**src/rtl/plic_pkg.sv**
```systemverilog
// Shared constants and helpers for the PLIC register-port arbiter.
// PLIC register offsets, requester index type and a one-hot decode helper.
package plic_pkg;

    localparam int unsigned PLIC_MAX_REQ = 4;

    localparam logic [25:0] PLIC_PRIO_BASE_OFFSET = 26'h000_0000;
    localparam logic [25:0] PLIC_ENABLE_OFFSET    = 26'h000_2000;
    localparam logic [25:0] PLIC_THRESHOLD_OFFSET = 26'h020_0000;
    localparam logic [25:0] PLIC_CLAIM_OFFSET     = 26'h020_0004;

    typedef logic [1:0] req_idx_t;

    function automatic req_idx_t onehot_idx(input logic [PLIC_MAX_REQ-1:0] oh);
        req_idx_t idx = '0;
        for (int i = 0; i < int'(PLIC_MAX_REQ); i++) begin
            if (oh[i]) idx = req_idx_t'(i);
        end
        return idx;
    endfunction

endpackage

```
**src/rtl/plic_rr_arb.sv**
```systemverilog
// Generic NREQ-way round-robin grant with a request mask.
// Search starts one past the last accepted winner; pointer moves only on accept.
module plic_rr_arb
    import plic_pkg::*;
#(
    parameter int NREQ = 2
) (
    input  logic            clk_i,
    input  logic            rstn_i,
    input  logic [NREQ-1:0] req_i,
    input  logic [NREQ-1:0] mask_i,
    input  logic            accept_i,
    output logic [NREQ-1:0] grant_o
);

    req_idx_t        last_q;
    req_idx_t        last_d;
    logic [NREQ-1:0] elig;
    logic            found;

    assign elig = req_i & ~mask_i;

    always_comb begin
        grant_o = '0;
        found   = 1'b0;
        last_d  = last_q;
        for (int k = 1; k <= NREQ; k++) begin
            for (int i = 0; i < NREQ; i++) begin
                if (!found && elig[i] && (i == (int'(last_q) + k) % NREQ)) begin
                    found      = 1'b1;
                    grant_o[i] = 1'b1;
                    last_d     = req_idx_t'(i);
                end
            end
        end
    end

    always_ff @(posedge clk_i or negedge rstn_i) begin
        if (!rstn_i) begin
            last_q <= req_idx_t'(NREQ - 1);
        end else if (accept_i && found) begin
            last_q <= last_d;
        end
    end

endmodule

```
**src/rtl/plic_reg_arbiter.sv**
```systemverilog
// Round-robin sharing of the PLIC MMIO register port between NREQ requesters.
// Define PLIC_ARB_CLAIM_LOCK_EN to serialise claim/complete ownership.
module plic_reg_arbiter
    import plic_pkg::*;
#(
    parameter int          NREQ       = 2,
    parameter logic [25:0] CLAIM_ADDR = PLIC_CLAIM_OFFSET
) (
    input  logic               clk_i,
    input  logic               rstn_i,
    input  logic [NREQ-1:0]    req_valid_i,
    output logic [NREQ-1:0]    req_ready_o,
    input  logic [NREQ*32-1:0] req_addr_i,
    input  logic [NREQ*32-1:0] req_wdata_i,
    input  logic [NREQ-1:0]    req_we_i,
    output logic [NREQ-1:0]    rsp_valid_o,
    output logic [31:0]        rsp_rdata_o,
    output logic               plic_en_o,
    output logic [31:0]        plic_addr_o,
    output logic [31:0]        plic_wdata_o,
    output logic               plic_we_o,
    input  logic [31:0]        plic_rdata_i
);

    logic [NREQ-1:0] mask;
    logic [NREQ-1:0] grant;
    logic [NREQ-1:0] rsp_valid_q;
    logic            rsp_we_q;

    plic_rr_arb #(
        .NREQ (NREQ)
    ) u_arb (
        .clk_i    (clk_i),
        .rstn_i   (rstn_i),
        .req_i    (req_valid_i),
        .mask_i   (mask),
        .accept_i (plic_en_o),
        .grant_o  (grant)
    );

    assign req_ready_o = grant;
    assign plic_en_o   = |grant;

    always_comb begin
        plic_addr_o  = '0;
        plic_wdata_o = '0;
        plic_we_o    = 1'b0;
        for (int i = 0; i < NREQ; i++) begin
            if (grant[i]) begin
                plic_addr_o  = req_addr_i[i*32 +: 32];
                plic_wdata_o = req_wdata_i[i*32 +: 32];
                plic_we_o    = req_we_i[i];
            end
        end
    end

    always_ff @(posedge clk_i or negedge rstn_i) begin
        if (!rstn_i) begin
            rsp_valid_q <= '0;
            rsp_we_q    <= 1'b0;
        end else begin
            rsp_valid_q <= grant;
            rsp_we_q    <= plic_we_o;
        end
    end

    assign rsp_valid_o = rsp_valid_q;
    assign rsp_rdata_o = (|rsp_valid_q && !rsp_we_q) ? plic_rdata_i : '0;

`ifdef PLIC_ARB_CLAIM_LOCK_EN
    logic [NREQ-1:0] claim_hit;
    logic            gnt_claim;
    logic            inflight_q;
    logic            lock_q;
    logic            lock_d;
    req_idx_t        owner_q;
    req_idx_t        owner_d;
    req_idx_t        rsp_id;
    req_idx_t        gnt_id;

    assign rsp_id    = onehot_idx(PLIC_MAX_REQ'(rsp_valid_q));
    assign gnt_id    = onehot_idx(PLIC_MAX_REQ'(grant));
    assign gnt_claim = plic_en_o && (plic_addr_o[25:2] == CLAIM_ADDR[25:2]);

    // Claim-address accesses are masked for everyone but the claimer/owner.
    always_comb begin
        for (int i = 0; i < NREQ; i++) begin
            claim_hit[i] = (req_addr_i[i*32+2 +: 24] == CLAIM_ADDR[25:2]);
            mask[i]      = claim_hit[i] &&
                           ((inflight_q && (rsp_id != req_idx_t'(i))) ||
                            (lock_q && (owner_q != req_idx_t'(i))));
        end
    end

    always_comb begin
        lock_d  = lock_q;
        owner_d = owner_q;
        if (lock_q && gnt_claim && plic_we_o && (gnt_id == owner_q)) begin
            lock_d = 1'b0;
        end
        if (inflight_q && (plic_rdata_i != '0)) begin
            lock_d  = 1'b1;
            owner_d = rsp_id;
        end
    end

    always_ff @(posedge clk_i or negedge rstn_i) begin
        if (!rstn_i) begin
            inflight_q <= 1'b0;
            lock_q     <= 1'b0;
            owner_q    <= '0;
        end else begin
            inflight_q <= gnt_claim && !plic_we_o;
            lock_q     <= lock_d;
            owner_q    <= owner_d;
        end
    end
`else
    assign mask = '0;
`endif

endmodule

```
**config.mk**
```make
export PLATFORM = sky130hd
export DESIGN_NAME = plic_reg_arbiter
export DESIGN_NICKNAME = d
export VERILOG_FILES = /design/src/rtl/plic_pkg.sv /design/src/rtl/plic_rr_arb.sv /design/src/rtl/plic_reg_arbiter.sv
export SDC_FILE = /design/constraint.sdc
export NUM_CORES = 1
export LEC_CHECK = 0
export ABC_CLOCK_PERIOD_IN_PS = 3860
export BUFFER_PORTS_ARGS = -buffer_cell sky130_fd_sc_hd__buf_2
export CAP_MARGIN = 10
export CORE_AREA = 2 2 104 106
export DETAILED_ROUTE_END_ITERATION = 6
export DIE_AREA = 0 0 106 108
export SYNTH_ARGS = -nofsm -noshare
export SYNTH_HDL_FRONTEND = slang
export SYNTH_HIERARCHICAL = 1
export SYNTH_SLANG_ARGS = --single-unit
```
**constraint.sdc**
```tcl
create_clock -name clk_i -period 3.86 [get_ports clk_i]
set_input_delay 0.193 -clock clk_i [delete_from_list [all_inputs] [get_ports clk_i]]
set_output_delay 0.193 -clock clk_i [all_outputs]
set_load 0.01 [all_outputs]
```
Yosys cells after proc, flatten, opt, wreduce, memory -nomap -nowiden
Cells that the tools add are included.
Storage, ports and cells
  output and inout port bits: 102
  bits in registers: 4
  logic and storage cells: 46
Operators by class
  reductions and logical operators: 19
  equal/unequal tests: 2
  mux-type cells: 18
  bitwise operators: 2
  add/sub/neg operators: 2
Operators by type and width (number)
  $mux 32: 5
  $logic_not 32->1: 2
  $mux 1: 13
  $logic_and 1x1->1: 9
  $eq 2x2->1 const A: 2
  $logic_not 1->1: 4
  $reduce_bool 4->1: 1
  $reduce_or 2->1: 2
  $add 1x1->1 const B: 2
  $and 1x1->1 const A: 2
  $reduce_and 2->1: 1

Longest topological paths before layout
Gate-level depths: netlist of the first run.
  word-level depth: 20
  gate-level depth with buffers: 6

Modules after synthesis
Netlist of the first run, hierarchy kept.
Modules (own cells, without submodules)
  plic_reg_arbiter: cells each 123, times used 1, sequential area each 75.1 sq um, area an instance 1037.2 sq um
  plic_rr_arb: cells each 8, times used 1, sequential area each 26.3 sq um, area an instance 83.8 sq um

Worst setup path after synthesis of the first run
No wires, ideal clock.
  path kind: register -> output
  start point: reg u_arb.last_q[0]
  end point: out plic_addr_o[0]
  arrival time: 1.378 ns
  data required time: 3.667 ns
  cell stages (with the launch flop): 6
  slack: 2.289 ns
  cell sequence: dfstp_2 -> o21a_1 -> nor2b_2 -> buf_6 -> buf_8 -> a22o_1
On the way
  elaborated cells on any way between the ends: 26
RTL lines
  start: declaration: line plic_rr_arb.sv:16  | req_idx_t last_q;
  start signal: assignment: line plic_rr_arb.sv:40  | last_q <= req_idx_t'(NREQ - 1);
  start signal: assignment: line plic_rr_arb.sv:42  | last_q <= last_d;
  $add 1x1->1: line plic_rr_arb.sv:29  | if (!found && elig[i] && (i == (int'(last_q) + k) % NREQ)) begin
  $and 1x1->1 (no line)
  $logic_not 32->1: line plic_rr_arb.sv:29
  $logic_and 1x1->1: line plic_rr_arb.sv:29
  $mux 1: line plic_rr_arb.sv:29
  $logic_not 1->1: line plic_rr_arb.sv:29
  $logic_and 1x1->1 (2 in series): line plic_rr_arb.sv:29
  $mux 1: line plic_rr_arb.sv:29
  $logic_not 1->1: line plic_rr_arb.sv:29
  $logic_and 1x1->1 (2 in series): line plic_rr_arb.sv:29
  $mux 1 *: line plic_rr_arb.sv:29
  net req_ready_o[0]: line plic_reg_arbiter.sv:12  | output logic [NREQ-1:0] req_ready_o,
  $mux 32 * (2 in series): line plic_reg_arbiter.sv:49  | if (grant[i]) begin
  end: declaration: line plic_reg_arbiter.sv:19  | output logic [31:0] plic_addr_o,
Mark *: on every way through the listed nets, which the timed path passes. The rest lies on a longest branch.

Worst setup path in the final report of the first run
  start point: reg u_arb.last_q[0]
  end point: out plic_addr_o[3]
On the way
  cells in the longest elaborated chain, start to end: 18
  elaborated cells on any way between the ends: 26
Ends and longest elaborated chain (line)
  $add 1x1->1: plic_rr_arb.sv:29
  $and 1x1->1 (no line)
  $logic_not 32->1: plic_rr_arb.sv:29
  $logic_and 1x1->1: plic_rr_arb.sv:29
  $mux 1: plic_rr_arb.sv:29
  $logic_not 1->1: plic_rr_arb.sv:29
  $logic_and 1x1->1 (2 in series): plic_rr_arb.sv:29
  $mux 1: plic_rr_arb.sv:29
  $logic_not 1->1: plic_rr_arb.sv:29
  $logic_and 1x1->1 (2 in series): plic_rr_arb.sv:29
  $mux 1: plic_rr_arb.sv:29
  $logic_not 1->1: plic_rr_arb.sv:29
  $logic_and 1x1->1 (2 in series): plic_rr_arb.sv:29
  $mux 1: plic_rr_arb.sv:29
  $mux 32 *: plic_reg_arbiter.sv:49
Mark *: on every way between the ends. The rest lies on a longest branch, timed or not.

==> run summary, run 1 <==
Status -> completed
Hold Path Cell Cnt -> 2
Crit path launch type -> register
1st-iter DRT viols -> 88
R2r startpoint -> u_arb/last_q[0]$_DFFE_PN1P_
Starting Density -> 11.0%
Critical Path AT -> 2390 ps
Clock Tree Buf Depth -> 2
Commonest non-fill, non-tap cells in the layout -> buf_2 (267), a22o_1 (64), and2_1 (33)
# Max-Cap Violations -> 0
GP Congestion -> 0.912
Post-Syn Instances -> 131
Final Skew -> 4.20 ps
Vias -> 2137
Maximum VDD drop -> 0.0000695 V
Die Span Y -> 108 um
CTS clk-pin slew, worst paths -> 30 ps
Final setup margin -> 1270 ps
Pwr/cell area -> 192 nW/um^2
Final period util -> 67.0%
CTS tree -> built
Detailed-placement wirelength estimate -> 6.11 mm
Post-Syn Area per Cell -> 8.56 um^2
Area growth syn-to-layout -> 128%
Tmin final -> 2590 ps
Post-synthesis register bit count -> 4
Setup TNS Final -> 0 ps
Met1 Use GR -> 11.0%
Fmax -> 387 MHz
Crit path max-delay cell type -> dfstp_2
Postcts setup bufs -> 0
Met2 usage -> 20.9%
Vias per cell -> 4.06
Final setup fails -> 0
Sequential area share after synthesis -> 9.04%
Synth cell types -> 20
Kind of cell adding the most delay to the critical path -> buffers and inverters
Worst hold path class -> in -> reg
H-Tree Depth -> 1
1st-pass router iterations -> 4
Setup CP Type -> reg -> out
Placement Rows -> 37
Initial antenna violation count -> 1
Pre-CTS setup slack -> 1480 ps
# fillers -> 1131
Least-Margin Pin Slew -> 685 ps
LEAKAGE -> 1.62 nW
TritonCTS Sinks -> 4
Share of cells above drive strength 1 -> 71.3%
Fin. Hold Viols -> 0
Max_slew headroom -> 54.3%
Root buffer cell -> clkbuf_8
DIE AREA -> 11400 um^2
Worst Path Max Fanout -> 42
Antenna fix cells -> 0
RSZ-0062 raised after global routing -> false
Max stage delay on crit path -> 580 ps
DRC -> 0
R2R setup slack -> 2150 ps
Largest net degree at the start of global routing -> 70
Clk_lat worst skew -> 220 ps
CORE AREA -> 10200 um^2
Leading cell type in the layout, fill and taps excluded -> buf_2
Critical Path, Cell by Cell -> o21a_1 -> nor2b_4 -> buf_4 -> a22o_1 -> buf_2
Final Hold Slack -> 273 ps
Mapped Area -> 1120 um^2
Synth Warn # -> 6
Crit Reg-Reg Endpoint -> u_arb/last_q[0]$_DFFE_PN1P_
Buf+Inv Stages, Crit Path -> 2
HP Start -> req_we_i[0]
Vias in the first global route -> 2009
Total power -> 492 uW
Post-route ant nets -> 0
Num CTS Buffers -> 3
Die width -> 106 um
Total Routed Length -> 7.01 mm
I/O Buffers -> 267
Crit. End Element -> primary output
WL/cell -> 13.3 um
IO Count -> 268
GRT Residual Overflow -> 0
Multi-input logic area -> 883 um^2
Worst Reg2Reg Path Length in Cells -> 5
Final Max Tran Viols -> 0
Hold Path End -> rsp_we_q$_DFF_PN0_
First-pass GRT wire length -> 9.75 mm
Busiest grt layer -> met2
Post-CTS Resized -> 0
Gr usage total -> 10.5%
Final #Nets -> 557
Sequential cell area -> 101 um^2
Critical Path RT -> 3670 ps
Met3 Use GR -> 2.71%
## cells in the mapped netlist (all sizes together)
cell	number	share of area [%]
a22o	64	50
and2	33	18
buf	16	14
dfrtp	3	6.7
nand2	2	0.67
nor2b	2	1.6
a21oi	1	0.45
a2bb2oi	1	1.3
and3b	1	0.78
clkbuf	1	0.33
conb	1	0.33
dfstp	1	2.3
nand2b	1	0.56
o21a	1	0.67
o21ai	1	0.45
o21ba	1	0.89
or2	1	0.56
## per-stage QoR
step,instances,area [um^2],utilization [%]
2_1_floorplan,133,1130,-
3_3_place_gp,521,2510,24.5
3_5_place_dp,521,2510,24.5
4_1_cts,526,2560,25.0
5_1_grt,526,2560,25.0
6_report,526,2560,25.0
## worst max path at each step
stage          cells after the start                         from              end
2_1_floorplan                      5  u_arb/last_q[0]$_DFFE_PN1P_   plic_addr_o[0]
3_3_place_gp                       5  u_arb/last_q[0]$_DFFE_PN1P_  plic_addr_o[19]
3_5_place_dp                       5  u_arb/last_q[0]$_DFFE_PN1P_   plic_addr_o[6]
4_1_cts                            5  u_arb/last_q[0]$_DFFE_PN1P_   plic_addr_o[6]
5_1_grt                            5  u_arb/last_q[0]$_DFFE_PN1P_   plic_addr_o[6]
6_report                           5  u_arb/last_q[0]$_DFFE_PN1P_   plic_addr_o[3]
## flip-flops by register name (all words and copies together), names as in the netlist
signal        cells
rsp_valid_o       2
u_arb/last_q      1
rsp_we_q          1
## final cells by class
type	instances	share of cell area, %
clock buffer	4	1.76
multi-input combinational	112	34.5
timing repair buffer	270	53.2
sequential	4	3.96
tap	136	6.64
## where the power goes
group / total (mW) / switching (mW) / internal (mW)
Clock: 0.0925 / 0.0220 / 0.0706
Combinational: 0.340 / 0.163 / 0.177
Sequential: 0.0594 / 0.00827 / 0.0511
## kinds of logic (layout without fill, tap and decap cells)
kind of cell    count (synthesis)  after routing  share of synthesized area [%]
compound gates                 69             69                           53.8
buf+inv                        17            274                           14.3
flops                           4              4                           9.04
other cells                     1              3                          0.335
simple gates                   40             40                           22.5
## what timing repair did
item | in CTS | in global routing
hold buffers | 1 | 0
endpoints found under the hold margin | 4 | 0
setup endpoints to repair | 0 | 0
## routing by layer
layer | part of all wire, % | wire length [um]
met1 | 36 | 2510
met2 | 52 | 3650
met3 | 11 | 787
met4 | 0.74 | 52
met5 | 0 | 0
(Power assumes the default switching activity.)
==> run 2, diff against run 1 <==
ABC_CLOCK_PERIOD_IN_PS = 2600   (was 3860)
CORE_AREA = 2 2 103 105   (was 2 2 104 106)
DIE_AREA = 0 0 105 107   (was 0 0 106 108)
clock period = 2.6 ns   (was 3.86 ns; I/O delays follow)
==> run 2 against run 1 <==
Net effect: clock power rose by 55%; critical path depth did not move; register-to-register slack got worse by 1100 ps; setup slack worse by 670 ps; critical path type unchanged; count of clock-buffer cells in the layout stayed put; via count is 0.51% higher; clock skew is 3.6 ps lower; cell count up 0.38%; design area increased by 0.59%; highest routed layer is now met5; flip-flop and latch count stayed put; sequential share of layout area hardly changed.
==> run summary, run 2 (synthesis results as in run 1) <==
Final cell count without fillers -> 528
Crit path launch type -> register
Setup CP Type -> reg -> out
1st-pass router iterations -> 4
Die width -> 105 um
Placed Instance Area -> 2520 um^2
Placement Rows -> 37
Tmin final -> 2000 ps
WL/cell -> 12.6 um
Final period util -> 76.7%
Leading cell type in the layout, fill and taps excluded -> buf_2
Initial antenna violation count -> 1
Final #Nets -> 559
R2R setup slack -> 1020 ps
TritonCTS Sinks -> 4
CTS tree -> built
Postcts setup bufs -> 0
Clock Tree Buf Depth -> 2
Antenna fix cells -> 0
DIE AREA -> 11200 um^2
Clk_lat worst skew -> 220 ps
H-Tree Depth -> 1
Share of cells above drive strength 1 -> 71.4%
Critical Path AT -> 1870 ps
CTS clk-pin slew, worst paths -> 30 ps
1st-iter DRT viols -> 118
Pre-CTS setup slack -> 825 ps
Starting Density -> 11.1%
Finished Cell Area -> 2580 um^2
First-pass GRT wire length -> 9.50 mm
Total power -> 732 uW
CORE AREA -> 10100 um^2
Commonest non-fill, non-tap cells in the layout -> buf_2 (267), a22o_1 (64), and2_1 (33)
IO Count -> 268
Die Span Y -> 107 um
Post-route ant nets -> 0
I/O Buffers -> 267
# Max-Cap Violations -> 0
DRC -> 0
Final setup margin -> 605 ps
Setup TNS Final -> 0 ps
Max FFs per register -> 2
RSZ-0062 raised after global routing -> false
GRT Residual Overflow -> 0
Maximum VDD drop -> 0.000202 V
Worst Path Max Fanout -> 32
Fmax -> 501 MHz
Area growth syn-to-layout -> 130%
Vias per cell -> 4.07
Final Skew -> 0.556 ps
Total Routed Length -> 6.63 mm
Final Max Tran Viols -> 0
Fin util -> 25.5%
Largest net degree at the start of global routing -> 37
LEAKAGE -> 1.63 nW
Worst hold path class -> in -> reg
Final Hold Slack -> 175 ps
Final setup fails -> 0
Crit. End Element -> primary output
Vias in the first global route -> 2014
GP Congestion -> 0.741
Status -> completed
Gr usage total -> 10.3%
Vias -> 2148
Fin. Hold Viols -> 0
Placed Cells -> 523
Root buffer cell -> clkbuf_8
Num CTS Buffers -> 3
Pwr/cell area -> 284 nW/um^2
Critical Path RT -> 2470 ps
Detailed-placement wirelength estimate -> 5.79 mm
[run 2: final cells by class]
type / count / area, um^2
Multi-Input combinational cell: 112 / 883
Tap cell: 136 / 170
Timing Repair Buffer: 272 / 1380
Clock buffer: 4 / 45.0
Sequential cell: 4 / 101
Fill cell: 1123 / 7520
[run 2: final timing paths]
check	startpoint	end	cells after the start
max	u_arb/last_q[0]$_DFFE_PN1P_	plic_we_o	5
min	req_we_i[0]	rsp_we_q$_DFF_PN0_	2
max reg2reg	u_arb/last_q[0]$_DFFE_PN1P_	u_arb/last_q[0]$_DFFE_PN1P_	5
min reg2reg	u_arb/last_q[0]$_DFFE_PN1P_	u_arb/last_q[0]$_DFFE_PN1P_	1
max in group asynchronous	rstn_i	u_arb/last_q[0]$_DFFE_PN1P_	2
min in group asynchronous	rstn_i	rsp_we_q$_DFF_PN0_	2
[run 2: metal layers]
metal	GRT usage, %	vias up	routed length (um)
li1	-	1028	-
met1	9.88	952	2220
met2	21.7	158	3670
met3	3.04	8	682
met4	1.43	2	34
met5	0	-	16
[run 2: worst max-delay path, stage by stage (launching register included)]
cell and delay (ps):
dfstp_2 580, o21a_1 230, nor2b_4 170, buf_4 310, a22o_1 210, buf_2 140
[run 2: timing repair]
item / 4_1_cts / 5_1_grt
endpoints found under the hold margin: 4 / 0
hold buffers: 1 / 0
resized for setup: 0 / 0
[run 2: power breakdown]
part | leakage [nW] | switching [mW] | total [mW] | internal, mW
Sequential | 0.0498 | 0.0113 | 0.0871 | 0.0758
Clock | 0.0228 | 0.0375 | 0.143 | 0.105
Combinational | 1.56 | 0.237 | 0.502 | 0.265
Total | 1.63 | 0.286 | 0.732 | 0.446
==> run 3, diff against run 2 <==
ABC_CLOCK_PERIOD_IN_PS = 2100   (was 2600)
clock period = 2.1 ns   (was 2.6 ns; I/O delays follow)
==> run 3 against run 2 <==
Net effect: setup slack got worse by 370 ps; utilization rose by 0.15 points; routed wire length fell by 1.5%; design area rose by 0.58%; cell count rose by 0.19%; combinational power rose by 25%; via count fell by 0.84%; highest routed layer unchanged.
==> run summary, run 3 (synthesis results as in run 1) <==
Worst hold path class -> in -> reg
H-Tree Depth -> 1
Pwr/cell area -> 350 nW/um^2
TritonCTS Sinks -> 4
Detailed-placement wirelength estimate -> 5.60 mm
1st-pass router iterations -> 4
Final Skew -> 4.69 ps
Initial antenna violation count -> 2
DIE AREA -> 11200 um^2
Starting Density -> 11.1%
Vias per cell -> 4.03
CORE AREA -> 10100 um^2
Placed Cells -> 523
Post-CTS Hold Fix Bufs -> 1
Root buffer cell -> clkbuf_8
Critical Path, Cell by Cell -> o21a_1 -> nor2b_4 -> buf_4 -> a22o_1 -> buf_2
Crit. End Element -> primary output
Die Span Y -> 107 um
Clock Tree Buf Depth -> 2
1st-iter DRT viols -> 79
Critical Path AT -> 1760 ps
Post-route ant nets -> 0
Total Routed Length -> 6.53 mm
Placement Rows -> 37
I/O Buffers -> 267
Commonest non-fill, non-tap cells in the layout -> buf_2 (267), a22o_1 (64), and2_1 (33)
Crit path max-delay cell type -> dfstp_2
DRC -> 0
Met3 Use GR -> 2.43%
First-pass GRT wire length -> 9.08 mm
Status -> completed
Gr usage total -> 9.83%
Die width -> 105 um
Setup CP Type -> reg -> out
Num CTS Buffers -> 3
Setup TNS Final -> 0 ps
Busiest grt layer -> met2
Final cell count without fillers -> 529
Critical Path RT -> 2000 ps
Postcts setup bufs -> 0
GP Congestion -> 0.748
LEAKAGE -> 1.63 nW
# fillers -> 1115
Leading cell type in the layout, fill and taps excluded -> buf_2
Vias -> 2130
Area growth syn-to-layout -> 131%
Final Max Tran Viols -> 0
Post-CTS Resized -> 0
Total power -> 907 uW
Crit path launch type -> register
Share of cells above drive strength 1 -> 71.4%
GRT Residual Overflow -> 0
Met1 Use GR -> 10.0%
Final period util -> 88.7%
# Max-Cap Violations -> 0
Worst Path Max Fanout -> 32
Max FFs per register -> 2
Fin. Hold Viols -> 0
Clk_lat worst skew -> 220 ps
Final setup fails -> 0
Final #Nets -> 559
Fmax -> 537 MHz
Vias in the first global route -> 1935
CTS clk-pin slew, worst paths -> 40 ps
WL/cell -> 12.3 um
Max stage delay on crit path -> 570 ps
IO Count -> 268
Tmin final -> 1860 ps
Largest net degree at the start of global routing -> 70
CTS tree -> built
RSZ-0062 raised after global routing -> false
Maximum VDD drop -> 0.000173 V
Met2 usage -> 19.9%
==> run 3: where the power goes <==
group	leakage (nW)	total (mW)	switching, mW	internal (mW)
combinational	1.56	0.626	0.295	0.331
sequential	0.0498	0.106	0.0125	0.0938
clock	0.0228	0.174	0.0441	0.130
==> run 3: path summary, 6_finish.rpt <==
path | from | end | slack [ps] | cells after the start
setup / recovery | u_arb/last_q[0]$_DFFE_PN1P_ | plic_we_o | 240 | 5
hold / removal | req_we_i[0] | rsp_we_q$_DFF_PN0_ | 150 | 2
setup reg to reg | u_arb/last_q[0]$_DFFE_PN1P_ | u_arb/last_q[0]$_DFFE_PN1P_ | 570 | 5
hold reg to reg | u_arb/last_q[0]$_DFFE_PN1P_ | u_arb/last_q[0]$_DFFE_PN1P_ | 550 | 1
max in group asynchronous | rstn_i | u_arb/last_q[0]$_DFFE_PN1P_ | 1670 | 2
min in group asynchronous | rstn_i | rsp_valid_o[1]$_DFF_PN0_ | 220 | 2
==> run 3: worst max-delay path: cells and delay by family, from the launching register on <==
family / cells / cell delay (ps)
AND/OR/NAND/NOR: 1 / 140
flip-flops: 1 / 570
AO/OA/AOI/OAI: 2 / 360
buffers and inverters: 2 / 460
==> run 3: cell type report <==
type / count / area [um^2] / area share (%)
repair buffers: 272 / 1390 / 53.6
multi-input cells: 112 / 883 / 34.1
well taps: 136 / 170 / 6.57
flip-flops and latches: 4 / 101 / 3.91
clock buffers: 4 / 45.0 / 1.74
diodes: 1 / 2.50 / 0.0966
==> run 3: routing by layer <==
metal	up-vias	routed length (um)
met5	-	16
met4	2	102
met3	6	588
met2	148	3520
met1	944	2300
li1	1030	-
==> run 3: stage by stage <==
step                      setup slack (ps)  utilization [%]  hold WS, ps  area (um^2)
after floorplan                        541                -         -191         1130
after global placement                 488             25.1        -82.3         2530
after detailed placement               458             25.1        -80.4         2530
after CTS                              215             25.7          162         2590
after global routing                   130             25.7          175         2590
final                                  237             25.7          153         2590
